`src/rtl/btn_conditioner.sv`:
```
// Push-button conditioner: two-flop synchroniser, per-channel debounce FSM,
// registered press/release pulses and a press-then-auto-repeat pulse stream.
module btn_conditioner #(
  parameter int N_BTN           = 5,
  parameter int DEBOUNCE_CYCLES = 1_000_000,
  parameter int REPEAT_DELAY    = 50_000_000,
  parameter int REPEAT_PERIOD   = 10_000_000
) (
  input  logic             CLK,
  input  logic             reset,
  input  logic [N_BTN-1:0] btn_raw,
  output logic [N_BTN-1:0] btn_level,
  output logic [N_BTN-1:0] btn_press,
  output logic [N_BTN-1:0] btn_release,
  output logic [N_BTN-1:0] btn_repeat
);

  localparam int CNT_W   = $clog2(DEBOUNCE_CYCLES);
  localparam int REP_MAX = (REPEAT_DELAY > REPEAT_PERIOD) ? REPEAT_DELAY : REPEAT_PERIOD;
  localparam int RCNT_W  = $clog2(REP_MAX);

  localparam logic [CNT_W-1:0]  CNT_LAST        = CNT_W'(DEBOUNCE_CYCLES - 1);
  localparam logic [RCNT_W-1:0] REP_DELAY_LAST  = RCNT_W'(REPEAT_DELAY - 1);
  localparam logic [RCNT_W-1:0] REP_PERIOD_LAST = RCNT_W'(REPEAT_PERIOD - 1);

  typedef enum logic [1:0] {
    RELEASED,
    ARMING,
    PRESSED,
    DISARMING
  } state_e;

  logic [N_BTN-1:0] s1_q, s1_d;
  logic [N_BTN-1:0] s2_q, s2_d;

  always_comb begin
    s1_d = btn_raw;
    s2_d = s1_q;
  end

  // NOTE: sequential state uses non-blocking assignments so every flop samples
  // the pre-edge values, independent of statement order.
  always_ff @(posedge CLK) begin
    if (reset) begin
      s1_q <= '0;
      s2_q <= '0;
    end else begin
      s1_q <= s1_d;
      s2_q <= s2_d;
    end
  end

  for (genvar g = 0; g < N_BTN; g++) begin : g_chan
    state_e             state_q, state_d;
    logic [CNT_W-1:0]   cnt_q, cnt_d;
    logic [RCNT_W-1:0]  rcnt_q, rcnt_d;
    logic               rphase_q, rphase_d;
    logic               level_q, level_d;
    logic               press_q, press_d;
    logic               release_q, release_d;
    logic               repeat_q, repeat_d;
    logic               rep_hit;

    // NOTE: every signal written here gets a default first, so no path can
    // leave one unassigned and infer a latch.
    always_comb begin
      state_d   = state_q;
      cnt_d     = cnt_q;
      level_d   = level_q;
      press_d   = 1'b0;
      release_d = 1'b0;
      repeat_d  = 1'b0;
      rcnt_d    = rcnt_q;
      rphase_d  = rphase_q;
      rep_hit   = rphase_q ? (rcnt_q == REP_PERIOD_LAST) : (rcnt_q == REP_DELAY_LAST);

      // Repeat timer runs on the current level; FSM edges below override it.
      if (level_q) begin
        if (rep_hit) begin
          repeat_d = 1'b1;
          rcnt_d   = '0;
          rphase_d = 1'b1;
        end else begin
          rcnt_d = rcnt_q + RCNT_W'(1);
        end
      end else begin
        rcnt_d   = '0;
        rphase_d = 1'b0;
      end

      unique case (state_q)
        RELEASED: begin
          if (s2_q[g]) begin
            state_d = ARMING;
            cnt_d   = '0;
          end
        end
        ARMING: begin
          if (!s2_q[g]) begin
            state_d = RELEASED;
          end else if (cnt_q == CNT_LAST) begin
            state_d  = PRESSED;
            level_d  = 1'b1;
            press_d  = 1'b1;
            repeat_d = 1'b1;
            rcnt_d   = '0;
            rphase_d = 1'b0;
          end else begin
            cnt_d = cnt_q + CNT_W'(1);
          end
        end
        PRESSED: begin
          if (!s2_q[g]) begin
            state_d = DISARMING;
            cnt_d   = '0;
          end
        end
        DISARMING: begin
          if (s2_q[g]) begin
            state_d = PRESSED;
          end else if (cnt_q == CNT_LAST) begin
            state_d   = RELEASED;
            level_d   = 1'b0;
            release_d = 1'b1;
            repeat_d  = 1'b0;
            rcnt_d    = '0;
            rphase_d  = 1'b0;
          end else begin
            cnt_d = cnt_q + CNT_W'(1);
          end
        end
        default: state_d = RELEASED;
      endcase
    end

    always_ff @(posedge CLK) begin
      if (reset) begin
        state_q   <= RELEASED;
        cnt_q     <= '0;
        rcnt_q    <= '0;
        rphase_q  <= 1'b0;
        level_q   <= 1'b0;
        press_q   <= 1'b0;
        release_q <= 1'b0;
        repeat_q  <= 1'b0;
      end else begin
        state_q   <= state_d;
        cnt_q     <= cnt_d;
        rcnt_q    <= rcnt_d;
        rphase_q  <= rphase_d;
        level_q   <= level_d;
        press_q   <= press_d;
        release_q <= release_d;
        repeat_q  <= repeat_d;
      end
    end

    assign btn_level[g]   = level_q;
    assign btn_press[g]   = press_q;
    assign btn_release[g] = release_q;
    assign btn_repeat[g]  = repeat_q;
  end

endmodule

```
`config.mk`:
```
export PLATFORM = sky130hd
export DESIGN_NAME = btn_conditioner
export DESIGN_NICKNAME = d
export VERILOG_FILES = /design/src/rtl/btn_conditioner.sv
export SDC_FILE = /design/constraint.sdc
export NUM_CORES = 1
export LEC_CHECK = 0
export BUFFER_PORTS_ARGS = -buffer_cell sky130_fd_sc_hd__buf_2
export CAP_MARGIN = 20
export CORE_MARGIN = 1.5
export CORE_UTILIZATION = 41
export CTS_CLUSTER_SIZE = 16
export DETAILED_ROUTE_END_ITERATION = 12
export SLEW_MARGIN = 0
export SYNTH_ARGS = -nofsm -noshare
export SYNTH_HDL_FRONTEND = slang
export SYNTH_SLANG_ARGS = --single-unit
```
`constraint.sdc`:
```
create_clock -name CLK -period 2.75 [get_ports CLK]
set_input_delay 0.275 -clock CLK [delete_from_list [all_inputs] [get_ports CLK]]
set_output_delay 0.275 -clock CLK [all_outputs]
set_load 0.05 [all_outputs]
```
# Yosys cells after proc, flatten, opt, wreduce, memory -nomap -nowiden
# Index checks and enable logic that the tools add are counted.
dict set report word_totals {
  register_bits 275
  input_bits 7
}
dict set report classes {
  n_bitwise 15
  reduce_logical 35
  n_addsub 10
  n_eq_ne 70
  n_mux 195
}
# operator n
set op_table {}
lappend op_table {{$mux W26} 25}
lappend op_table {{$mux W20} 25}
lappend op_table {{$pmux W20 S4} 5}
lappend op_table {{$pmux W26 S2} 5}
lappend op_table {{$add A26 B1 Y26 const B} 5}
lappend op_table {{$eq A26 B24 Y1 const B} 5}
lappend op_table {{$eq A26 B26 Y1 const B} 5}
lappend op_table {{$add A20 B1 Y20 const B} 5}
lappend op_table {{$eq A20 B20 Y1 const B} 5}
lappend op_table {{$mux W1} 85}
lappend op_table {{$mux W2} 30}
lappend op_table {{$ne A2 B2 Y1 const B} 30}
lappend op_table {{$pmux W2 S4} 5}
lappend op_table {{$reduce_and A4 Y1} 10}
lappend op_table {{$ne A3 B3 Y1 const B} 10}
lappend op_table {{$pmux W1 S2} 15}
lappend op_table {{$reduce_or A3 Y1} 10}
lappend op_table {{$reduce_and A5 Y1} 5}
lappend op_table {{$eq A2 B2 Y1 const B} 10}
lappend op_table {{$not A1 Y1} 15}
lappend op_table {{$eq A2 B1 Y1 const B} 5}
lappend op_table {{$logic_not A2 Y1} 5}
lappend op_table {{$reduce_bool A2 Y1} 5}

# Logic depth before layout (Yosys ltp)
dict set report depth {
  word_depth 7
  mapped_depth 8
  ltp_nobuf 6
}

# Worst setup path before layout
# No wires, ideal clock.
dict set report synth_timing {
  path_type {register to register}
  from {reg g_chan[3].cnt_q[6]}
  to {reg g_chan[3].rcnt_q[17]}
  slack_ns 0.522
  synth_period_minus_slack_ns 2.228
  path_stages_with_launch 8
  t_arrival_ns 2.113
  path_buffers 2
  setup_ns 0.115
  cell_sequence {dfxtp_1 > or4_1 > or4_4 > o311ai_4 > or2_1 > buf_6 > buf_6 > nor2_1}
}
dict set report synth_via {
  elab_chain_len 4
  word_cells_on_any_way 5
}
# element line_no
set synth_lines {}
lappend synth_lines {{start, declared} 55} ;# logic [CNT_W-1:0] cnt_q, cnt_d;
lappend synth_lines {{start signal, assigned} 148} ;# cnt_q <= cnt_d;
lappend synth_lines {{$eq A20 B20 Y1 (*)} {101, 121}}
lappend synth_lines {{$mux W26 (*)} {101, 121}}
lappend synth_lines {{$mux W26, on equally long branches} {119, 99}}
lappend synth_lines {{$pmux W26 S2 (*)} 91} ;# unique case (state_q)
lappend synth_lines {{end signal, assigned} 149} ;# rcnt_q <= rcnt_d;
lappend synth_lines {{end, declared} 56} ;# logic [RCNT_W-1:0] rcnt_q, rcnt_d;
# Mark *: on every way between the ends. The rest lies on a longest branch, timed or not.
# A chain may end at the register's enable or synchronous reset.

# Final worst setup path
dict set report layout_timing {
  from {reg g_chan[3].cnt_q[6]}
  to {reg g_chan[3].rcnt_q[14]}
}
# Same word-level chain as after synthesis.

==> metrics.md <==
| Metric | Value |
|---|---|
| Least-Margin Pin Slew | 0.718 ns |
| Net count after synthesis | ~1500 |
| Most instantiated cells after synthesis | dfxtp_1 (275), nor2_1 (239), xor2_1 (107) |
| Final Setup Violations | 0 |
| Top cell type by total area after synthesis | dfxtp_1 |
| RR Startpoint | g_chan[3].cnt_q[6] |
| Async set-reset flop share out of synthesis | 0 |
| Critical-path cell list | or4_1 -> or4_4 -> o311ai_4 -> or2_1 -> buf_4 -> nor2_1 |
| Share of the synthesized area in the top cell type | 0.437 |
| Cell area after layout | 14100 µm² |
| Vias in the first global route | 9291 |
| Core area | 30400 µm² |
| Crit end category | register |
| Buffers on Ports | 26 |
| Buf/Inv on CP | 1 |
| Post-synth EDFFs | 0 |
| Die Width | 178 µm |
| Cell Area, Synth | 12600 µm² |
| DIE AREA | 31800 µm² |
| CTS tree | done |
| Area of the multi-input gates | 6590 µm² |
| # DRC | 0 |
| R2r setup slk | 0.34 ns |
| Minimum clock period | 2.41 ns |
| Final hold vios | 0 |
| DIE HEIGHT | 178 µm |
| Total wire length | ~26 mm |
| Startpoint Class | register |
| Synth Area per Inst | about 8.6 µm² |
| Top-count cell post-synth | dfxtp_1 |
| Post-synthesis cell count | about 1500 |
| # rows | 64 |
| GRT Resource Usage Total | 0.162 |
| I/O pin count | 27 |
| Hold EP | g_chan[1].rphase_q |
| DR iter-0 viols | approximately 650 |
| First-pass GRT wire length | 44.0 mm |
| Max frequency | approximately 420 MHz |
| Netlist cell types | 63 |
| Clk_skew | 0.0181 ns |
| Diode count | 0 |
| Pwr per Cell Area | 577 nW/µm² |
| Largest net degree at the start of global routing | 53 |
| Status | complete, no violations |
| Critical path arrival | 2.85 ns |
| Fillers | 2976 |
| HP Start | reset |
| Max IR drop VDD | 0.449 mV |
| Initial Util | 0.414 |
| Hold depth | 4 |
| RSZ-0062 raised after global routing | false |
| Via/cell ratio | approximately 5.3 |
| Clk sinks | 275 |
| Setup TNS | 0 ns |
| Layout cells sized above 1 | 0.0816 |
| Post-CTS setup buffers | 0 |
| Placer Congestion | 0.804 |
| Routed vias | 10037 |
| Sequential share of the synthesized area | 0.437 |
| Post-detailed-route count of antenna-violating nets | 0 |
| Root Driver | clkbuf_16 |
| Nets | 1504 |
| Reg2reg end | g_chan[3].rcnt_q[14] |
| Seq cells post-synth | between 200 and 300 |
| Max incr delay on CP | about 0.56 ns |
| Clock Tree Buf Depth | 3 |
| CTS clk-pin slew, worst paths | ~0.060 ns |
| Slew Viols, Final | 0 |
| CTS buffer count | 30 |
| Top delay family on crit path | simple AND/OR/NAND/NOR gates |
| WP data required | 3.19 ns |
| Worst Reg-to-Reg Cells | 6 |
| Grt ovf | 0 |
| Post-synth top flop | dfxtp_1 |
| Wire per inst | 13.4 µm |
| HPWL Detailed | 17.4 mm |
| Initial antenna violation count | 0 |
| Pre-antenna DRT Iters | 5 |
| Top cells by area, synth | dfxtp_1 (44%), xor2_1 (7.4%), nor2_1 (7.1%) |
| CTS HTree Levels | 1 |
| Final cycle utilization of the critical path | 0.876 |
| Clk Latency, worst-skew pair | 0.56 ns |
| DP Area | 13100 µm² |
| Hold/Removal Path Class | in2reg |
| Synth warn | 0 |
| LEAKAGE | between 4 and 5 nW |
| CP max FO | 25 |
| Max-cap check violation count | 0 |
| Area growth syn-to-layout | 11.6% |
| Pwr Total | around 0.008 W |
| Slew HR | 0.517 |
| CP Class | reg2reg |
| Worst path slowest cell | or4_1 |
| Register Area | 5510 µm² |
[placed cells by master, fill, tap and decap left out, types with 10 or more instances in the layout]
| cell type | count |
|---|---|
| buf_4 | 30 |
| o21ai_0 | 34 |
| nor2b_1 | 12 |
| dfxtp_1 | 275 |
| and2_1 | 10 |
| or4_1 | 29 |
| buf_2 | 26 |
| ha_1 | 10 |
| nor2_1 | 239 |
| xnor2_1 | 67 |
| nand4_1 | 79 |
| or2_2 | 10 |
| nor3_1 | 37 |
| nand3_1 | 77 |
| clkbuf_16 | 31 |
| nand2_1 | 103 |
| a21oi_1 | 51 |
| o31ai_1 | 17 |
| o211ai_1 | 11 |
| nor4b_1 | 16 |
| nor4_1 | 26 |
| inv_1 | 32 |
| and4_1 | 25 |
| or3_1 | 30 |
| xor2_1 | 107 |
[power breakdown]
part | leakage, nW | switching (W) | internal [W]
registers | 2.22 | 0.0000235 | 0.00400
clock network | 0.481 | 0.00157 | 0.00233
logic | 1.68 | 0.000134 | 0.0000533
[worst max-delay path by stage]
stage / from / to / slack (ns) / cells after the start
after floorplan: g_chan[3].cnt_q[6] / g_chan[3].rcnt_q[17] / 0.52 / 7
after global placement: g_chan[3].cnt_q[6] / g_chan[3].rcnt_q[20] / 0.39 / 6
after detailed placement: g_chan[3].cnt_q[6] / g_chan[3].rcnt_q[14] / 0.34 / 6
after CTS: g_chan[3].cnt_q[6] / g_chan[3].rcnt_q[14] / 0.33 / 6
after global routing: g_chan[4].cnt_q[14] / g_chan[4].rcnt_q[4] / 0.15 / 6
final: g_chan[3].cnt_q[6] / g_chan[3].rcnt_q[14] / 0.34 / 6
[tightest hold or removal path: stages]
cell and delay [ns]:
buf_2 0.14, nor2_1 0.06, o21ai_0 0.15, nor2_1 0.07
[cell type report]
cell class	count	share of cell area
Inverter	32	0.00854
Clock buffer	41	0.0606
Sequential cell	275	0.391
Tap cell	396	0.0352
Clock inverter	11	0.00747
Timing Repair Buffer	61	0.0288
Multi-Input combinational cell	1087	0.468
[metal layers]
layer / GRT usage / share of wire / vias to the layer above / wire (µm)
met1: 0.223 / 0.49 / 4649 / 12600
met2: 0.262 / 0.45 / 104 / 11500
li1: - / - / 5233 / -
met3: 0.0232 / 0.032 / 51 / 818
met4: 0.0503 / 0.026 / 0 / 663
met5: 0 / 0 / - / 0
[flip-flops by register name, indices dropped and copies added (netlist names), named ones only]
signal and flops:
g_chan.repeat_q 5, g_chan.rcnt_q 130, g_chan.cnt_q 100, g_chan.release_q 5, g_chan.rphase_q 5, g_chan.press_q 5, s2_q 5, g_chan.level_q 5
s1_q 5, g_chan.state_q 5
[logic make-up (layout without fill, tap and decap cells)]
kind of cell | Yosys count | after routing | share of synthesized area
adder cells (fa/ha/maj) | 10 | 10 | 0.00992
AND/OR/NAND/NOR | 743 | 743 | 0.309
flip-flops | 275 | 275 | 0.437
XOR/XNOR | 174 | 174 | 0.121
multiplexers | 5 | 5 | 0.00397
AO/OA/AOI/OAI | 155 | 155 | 0.0787
buffers and inverters | 101 | 145 | 0.0411
[per-stage QoR]
stage               worst slack, ns  hold slack (ns)  cells  utilization
finish                        0.341            0.186   1903        0.462
global route                  0.151            0.199   1903        0.462
CTS                           0.327            0.174   1903        0.462
detailed placement            0.339            0.446   1846        0.429
global placement              0.386            0.435   1846        0.429
floorplan                     0.522            0.403   1463            -
[what timing repair did]
action                    in CTS  in global routing
hold buffers                   5                  0
resized for setup              0                  0
hold endpoints to repair       5                  0
(Power assumes the default switching activity.)
